$ cat config.mk
export PLATFORM = sky130hd
export DESIGN_NAME = bus_rr_arbiter_flat
export DESIGN_NICKNAME = d
export VERILOG_FILES = /design/src/rtl/bus_rr_arbiter_pkg.sv /design/src/rtl/bus_rr_arbiter_if.sv /design/src/rtl/bus_rr_pick.sv /design/src/rtl/bus_rr_arbiter.sv /design/src/flat_wrapper.sv
export SDC_FILE = /design/constraint.sdc
export NUM_CORES = 1
export LEC_CHECK = 0
export CAP_MARGIN = 25
export CORE_AREA = 5 5 42 44
export DETAILED_ROUTE_END_ITERATION = 12
export DIE_AREA = 0 0 47 49
export PLACE_DENSITY = 0.62
export SLEW_MARGIN = 10
export SYNTH_ARGS = -nofsm -noshare
export SYNTH_HDL_FRONTEND = slang
export SYNTH_HIERARCHICAL = 1
export SYNTH_SLANG_ARGS = --single-unit
$ cat constraint.sdc
create_clock -name clk -period 1.8 [get_ports clk]
set_clock_uncertainty 0.15 [all_clocks]
set_input_delay 0.18 -clock clk [delete_from_list [all_inputs] [get_ports clk]]
set_output_delay 0.18 -clock clk [all_outputs]
set_load 0.02 [all_outputs]
$ cat src/rtl/bus_rr_arbiter_pkg.sv
// Shared definitions for the four-master round-robin bus arbiter.
// Holds the master count, owner index width, IDLE/OWN state encoding,
// ENABLE_/DISABLE_ levels for active-low req_/grnt_, and the pick result type.
package bus_rr_arbiter_pkg;

  localparam int unsigned NUM_MASTERS = 4;
  localparam int unsigned OWNER_W     = 2;
  localparam int unsigned CNT_W       = 8;

  // Active-low bus handshake levels
  localparam logic ENABLE_  = 1'b0;
  localparam logic DISABLE_ = 1'b1;

  typedef enum logic {
    ST_IDLE = 1'b0,
    ST_OWN  = 1'b1
  } state_t;

  typedef logic [NUM_MASTERS-1:0] req_vec_t;

  // Winner of a round-robin search
  typedef struct packed {
    logic               vld;
    logic [OWNER_W-1:0] idx;
  } pick_t;

endpackage

$ cat src/rtl/bus_rr_arbiter_if.sv
// Arbitration bundle between the bus masters and the arbiter.
// Signals: m0_req_..m3_req_ (active-low requests), m0_grnt_..m3_grnt_
// (active-low grants), owner/owner_vld (current owner index), tmo (watchdog revoke pulse).
// Modports: master = requesting side, slave = arbiter side.
interface bus_rr_arbiter_if;
  import bus_rr_arbiter_pkg::*;

  logic               m0_req_;
  logic               m1_req_;
  logic               m2_req_;
  logic               m3_req_;
  logic               m0_grnt_;
  logic               m1_grnt_;
  logic               m2_grnt_;
  logic               m3_grnt_;
  logic [OWNER_W-1:0] owner;
  logic               owner_vld;
  logic               tmo;

  modport master (
    output m0_req_, m1_req_, m2_req_, m3_req_,
    input  m0_grnt_, m1_grnt_, m2_grnt_, m3_grnt_, owner, owner_vld, tmo
  );

  modport slave (
    input  m0_req_, m1_req_, m2_req_, m3_req_,
    output m0_grnt_, m1_grnt_, m2_grnt_, m3_grnt_, owner, owner_vld, tmo
  );

endinterface

$ cat src/rtl/bus_rr_pick.sv
// Combinational round-robin search.
// Ports: req (active-high request vector), last (most recent owner),
// pick_c (first requester in order last+1, last+2, last+3, last; vld=0 if none).
module bus_rr_pick
  import bus_rr_arbiter_pkg::*;
(
  input  req_vec_t           req,
  input  logic [OWNER_W-1:0] last,
  output pick_t              pick_c
);

  logic [OWNER_W-1:0] idx;

  // Walk the order backwards so the earliest requester in search order wins.
  always_comb begin
    pick_c = '0;
    idx    = '0;
    for (int k = NUM_MASTERS; k >= 1; k--) begin
      idx = last + OWNER_W'(k);
      if (req[idx]) begin
        pick_c.vld = 1'b1;
        pick_c.idx = idx;
      end
    end
  end

endmodule

$ cat src/rtl/bus_rr_arbiter.sv
// Round-robin arbiter for the shared four-master bus, with a mandatory
// one-cycle turnaround between owners.
// Ports: clk, reset (async, active-high), bus (slave modport: req_/grnt_,
// owner, owner_vld, tmo). All bus outputs are registered.
// Optional hold-time watchdog enabled by defining BUS_ARB_WATCHDOG_EN;
// HOLD_LIMIT (2..255) is the max granted cycles while another master waits.
module bus_rr_arbiter
  import bus_rr_arbiter_pkg::*;
#(
  parameter int unsigned HOLD_LIMIT = 16
) (
  input  logic           clk,
  input  logic           reset,
  bus_rr_arbiter_if.slave bus
);

  if (HOLD_LIMIT < 2 || HOLD_LIMIT > 255) begin : g_bad_limit
    $error("HOLD_LIMIT out of range 2..255");
  end

  req_vec_t           req;
  req_vec_t           others_c;
  pick_t              pick_c;
  state_t             state, state_nxt;
  logic [OWNER_W-1:0] last_q, last_nxt;
  logic [OWNER_W-1:0] owner_q, owner_nxt;
  req_vec_t           grnt_q, grnt_nxt;
  logic               vld_q, vld_nxt;
  logic               tmo_q, tmo_nxt;
  logic               release_c;
  logic               revoke_c;

  // Active-high view of the requests
  assign req = ~{bus.m3_req_, bus.m2_req_, bus.m1_req_, bus.m0_req_};

  // Requests from everyone except the current owner
  always_comb begin
    others_c          = req;
    others_c[owner_q] = 1'b0;
  end

  assign release_c = (state == ST_OWN) && !req[owner_q];

  bus_rr_pick u_pick (
    .req    (req),
    .last   (last_q),
    .pick_c (pick_c)
  );

`ifdef BUS_ARB_WATCHDOG_EN
  logic [CNT_W-1:0] hold_q;

  // Normal release wins over a revoke on the same edge
  assign revoke_c = (state == ST_OWN) && !release_c && (others_c != '0) &&
                    (hold_q == CNT_W'(HOLD_LIMIT - 1));

  // Counts owned cycles during which some other master is waiting
  always_ff @(posedge clk or posedge reset) begin
    if (reset) begin
      hold_q <= '0;
    end else if (state == ST_IDLE) begin
      hold_q <= '0;
    end else if ((others_c != '0) && (hold_q != CNT_W'(HOLD_LIMIT))) begin
      hold_q <= hold_q + CNT_W'(1);
    end
  end
`else
  assign revoke_c = 1'b0;
`endif

  // State, pointer and output registers
  always_ff @(posedge clk or posedge reset) begin
    if (reset) begin
      state   <= ST_IDLE;
      last_q  <= OWNER_W'(NUM_MASTERS - 1);
      owner_q <= '0;
      grnt_q  <= '1;
      vld_q   <= 1'b0;
      tmo_q   <= 1'b0;
    end else begin
      state   <= state_nxt;
      last_q  <= last_nxt;
      owner_q <= owner_nxt;
      grnt_q  <= grnt_nxt;
      vld_q   <= vld_nxt;
      tmo_q   <= tmo_nxt;
    end
  end

  // Next state, owner and priority pointer
  always_comb begin
    state_nxt = state;
    last_nxt  = last_q;
    owner_nxt = owner_q;
    case (state)
      ST_IDLE: begin
        if (pick_c.vld) begin
          state_nxt = ST_OWN;
          owner_nxt = pick_c.idx;
          last_nxt  = pick_c.idx;
        end
      end
      ST_OWN: begin
        if (release_c || revoke_c) begin
          state_nxt = ST_IDLE;
        end
      end
      default: state_nxt = ST_IDLE;
    endcase
  end

  // Next values of the registered bus outputs
  always_comb begin
    grnt_nxt = '1;
    vld_nxt  = (state_nxt == ST_OWN);
    tmo_nxt  = revoke_c;
    if (state_nxt == ST_OWN) begin
      grnt_nxt[owner_nxt] = ENABLE_;
    end
  end

  assign bus.m0_grnt_  = grnt_q[0];
  assign bus.m1_grnt_  = grnt_q[1];
  assign bus.m2_grnt_  = grnt_q[2];
  assign bus.m3_grnt_  = grnt_q[3];
  assign bus.owner     = owner_q;
  assign bus.owner_vld = vld_q;
  assign bus.tmo       = tmo_q;

endmodule

$ cat src/flat_wrapper.sv
// flat-port wrapper written by rule: the top's interface ports become plain ports
module bus_rr_arbiter_flat import bus_rr_arbiter_pkg::*;
#(
  parameter int unsigned HOLD_LIMIT = 16
)
  (clk, reset, bus_m0_req_, bus_m1_req_, bus_m2_req_, bus_m3_req_, bus_m0_grnt_, bus_m1_grnt_, bus_m2_grnt_, bus_m3_grnt_, bus_owner, bus_owner_vld, bus_tmo);
  bus_rr_arbiter_if bus_i ();
  input  logic clk;
  input  logic reset;
  input wire logic [$bits(bus_i.m0_req_)-1:0] bus_m0_req_;
  input wire logic [$bits(bus_i.m1_req_)-1:0] bus_m1_req_;
  input wire logic [$bits(bus_i.m2_req_)-1:0] bus_m2_req_;
  input wire logic [$bits(bus_i.m3_req_)-1:0] bus_m3_req_;
  output wire logic [$bits(bus_i.m0_grnt_)-1:0] bus_m0_grnt_;
  output wire logic [$bits(bus_i.m1_grnt_)-1:0] bus_m1_grnt_;
  output wire logic [$bits(bus_i.m2_grnt_)-1:0] bus_m2_grnt_;
  output wire logic [$bits(bus_i.m3_grnt_)-1:0] bus_m3_grnt_;
  output wire logic [$bits(bus_i.owner)-1:0] bus_owner;
  output wire logic [$bits(bus_i.owner_vld)-1:0] bus_owner_vld;
  output wire logic [$bits(bus_i.tmo)-1:0] bus_tmo;
  assign bus_i.m0_req_ = bus_m0_req_;
  assign bus_i.m1_req_ = bus_m1_req_;
  assign bus_i.m2_req_ = bus_m2_req_;
  assign bus_i.m3_req_ = bus_m3_req_;
  assign bus_m0_grnt_ = bus_i.m0_grnt_;
  assign bus_m1_grnt_ = bus_i.m1_grnt_;
  assign bus_m2_grnt_ = bus_i.m2_grnt_;
  assign bus_m3_grnt_ = bus_i.m3_grnt_;
  assign bus_owner = bus_i.owner;
  assign bus_owner_vld = bus_i.owner_vld;
  assign bus_tmo = bus_i.tmo;
  bus_rr_arbiter #(.HOLD_LIMIT(HOLD_LIMIT)) u_core (.clk(clk), .reset(reset), .bus(bus_i));
endmodule
==> results of run 1 <==
[area by class of cell]
type,count,share of cell area
Multi-Input combinational cell,36,0.319
Clock buffer,4,0.0406
Inverter,7,0.0406
Tap cell,16,0.0309
Timing Repair Buffer,14,0.209
Sequential cell,9,0.360
[power by group through the flow]
| stage | sequential (mW) | combinational (mW) | clock (mW) |
|---|---|---|---|
| 6_report | 0.402 | 0.495 | 0.149 |
| 2_1_floorplan | 0.465 | 0.233 | 0 |
| 4_1_cts | 0.403 | 0.498 | 0.157 |
| 3_3_place_gp | 0.406 | 0.493 | 0 |
| 5_1_grt | 0.416 | 0.544 | 0.172 |
| 3_5_place_dp | 0.405 | 0.494 | 0 |
[cells by family (layout without fill, tap and decap cells)]
group                  count (synthesis)  after routing  synth area share
flip-flops                             9              9             0.492
other                                  1              1           0.00793
multiplexers                           1              1            0.0212
AO/OA/AOI/OAI                         12             12             0.169
buffers and inverters                  8             25            0.0714
AND/OR/NAND/NOR                       22             22             0.238
[metal layers]
layer	share of wire	track usage	vias to the layer above
met5	0	0	-
met4	0.012	0.0415	0
met3	0.057	0.0701	2
met2	0.48	0.136	10
met1	0.45	0.120	184
li1	-	-	205
[worst max path at each step]
stage                                 start                    endpoint  slack [ps]  depth (start not counted)
6_report         u_core/grnt_q[0]$_DFF_PP1_                bus_m0_grnt_         100                          1
3_3_place_gp                    bus_m3_req_  u_core/grnt_q[1]$_DFF_PP1_          -8                          8
5_1_grt        u_core/last_q[0]$_DFFE_PP1P_  u_core/grnt_q[1]$_DFF_PP1_           9                          6
2_1_floorplan  u_core/last_q[0]$_DFFE_PP1P_  u_core/grnt_q[1]$_DFF_PP1_         330                          6
3_5_place_dp                    bus_m3_req_  u_core/grnt_q[1]$_DFF_PP1_         -50                          8
4_1_cts          u_core/grnt_q[0]$_DFF_PP1_                bus_m0_grnt_          90                          1
[through the flow]
step | worst slack [ps] | hold slack (ps)
3_3_place_gp | -7.70 | 302
5_1_grt | 9.18 | 35.0
3_5_place_dp | -51.4 | 315
2_1_floorplan | 327 | -146
4_1_cts | 86.1 | 38.6
6_report | 104 | 36.2
[state kept, by name, indices dropped and copies added, names as in the netlist]
name,count
u_core/bus.owner,2
u_core/bus.owner_vld,1
u_core/grnt_q,4
u_core/last_q,2
[cells in the final DEF, fill, tap and decap left out, types with 2 or more instances in the layout]
cell and count:
and2b_1 2, buf_4 2, clkbuf_4 3, clkdlybuf4s50_1 12, dfrtp_1 3, dfstp_2 6
inv_1 7, nand2_1 9, nand2b_1 3, nor2_1 5, o2111a_1 2, o21ai_0 5
==> results.yml, run 1 <==
global_routing:
  grt_overflow_total: 0
  grt_pass1_vias: 400
  grt_usage: 0.100
  antenna_found_initial: 0
  grt_max_degree: 10
  grt_pass1_wl_mm: 1.64
place:
  dp_hpwl_um: 749
  port_buffers: 12
  dpl-instance-area_um2: 621
  place_congestion: 0.764
  dp_cells: 82
route:
  drc: 0
  ant_nets: 0
  drt_iter0_markers: 6
  totalWireLength_um: 940
  vias_per_cell: 4.66
  num_vias: 401
  post_drt_wl_per_cell_um: 10.9
  firstDrtPassIters: 6
synth:
  yosysWarnings: 6
  async_flop_share: 1.00
  yosys-top-cells-count: "nand2_1, inv_1, dfstp_2"
  synth.most_common_cell: "nand2_1"
  syn_inst: 53
  syn_area_per_cell_um2: 8.92
  synth-seq-cells: 9
  synth_nets: 59
  synthFlopType: "dfstp_2"
  synthTopCellsByArea: "dfstp_2, dfrtp_1, nand2_1"
  syn_area_um2: 473
  yosysTopAreaCellShare: 0.333
  synth_cell_type_count: 20
  synth_top_area_cell: "dfstp_2"
  seq_area_frac_synth: 0.492
  synth_edf_count: 0
power:
  seqPwrFrac: 0.384
  combinationalPowerShare: 0.473
  total_power_mw: 1.05
  p_per_area_nw_per_um2: 1620
  switching_share: 0.383
  p_sw_mw: 0.400
  leakage_nw: 0.305
  ir_drop_v: 0.000816
  intPower_mw: 0.645
  pwr-share-clk: 0.143
cts:
  numCtsBuffers: 3
  hold_buffers: 0
  h-tree-depth: 1
  cts_root_buf: "clkbuf_4"
  post-cts-setup-buffers: 0
  cts_tree: "yes"
  clock-sinks: 9
  clkTransAtPathRegs_ps: 60
  clock_latency_ps: 260
  cts_resized: 0
  cts_buffer_depth: 2
die:
  core-area_um2: 1400
  num_rows: 14
  pin_count: 14
  dieWidth_um: 47
  die_h_um: 49
  initial_core_util: 0.338
  dieArea_um2: 2300
finish:
  layout-drive-gt1-share: 0.171
  regArea_um2: 233
  instances_no_fill: 86
  multi_input_area_um2: 206
  fin_nets: 77
  fillers: 141
  final_util: 0.462
  n_antenna_cell: 0
  syn_to_final_growth_pct: 36.8
  final_cell_area_um2: 647
critical_path:
  critPathCaptureType: "output port"
  rr_endpoint: "u_core/grnt_q[1]$_DFF_PP1_"
  crit_type: "reg -> out"
  path_delay_family: "buffers and inverters"
  crit_fanout: 1
  reg2reg_slack_ps: 130
  cp-start-kind: "flip-flop"
  reg2regPathDepth: 6
  worst_ep_required_time_ps: 1470
  critPathMaxStageDelay_ps: 590
  crit_chain: "clkdlybuf4s50_1"
  crit_arrival_ps: 1370
  cpMaxStageDelayCell: "clkdlybuf4s50_1"
  critPathBufInv: 1
  rr_startpoint: "u_core/last_q[0]$_DFFE_PP1P_"
flow_run:
  cap_violations: 0
sta:
  drv_slew: 0
  setup_viol: 0
  timing.final.crit_share: 0.942
  min_period_ps: 1700
  rsz0062_at_grt: "no"
  hold_viol: 0
  clock.fmax_mhz: 590
  timing.setup.tns_ps: 0
min_path:
  hp-class: "in -> async"
run_status:
  status: "completed"
(Power assumes the default switching activity.)
==> inputs of run 2 (changes only) <==
--- a/config.mk
+++ b/config.mk
@@ -7,6 +7,7 @@
 export LEC_CHECK = 0
 export CAP_MARGIN = 25
 export CORE_AREA = 5 5 42 44
+export CTS_CLUSTER_DIAMETER = 60
 export DETAILED_ROUTE_END_ITERATION = 12
 export DIE_AREA = 0 0 47 49
 export PLACE_DENSITY = 0.62
==> results of run 2 <==
Final layout, timing and power as in run 1 (identical DEF).
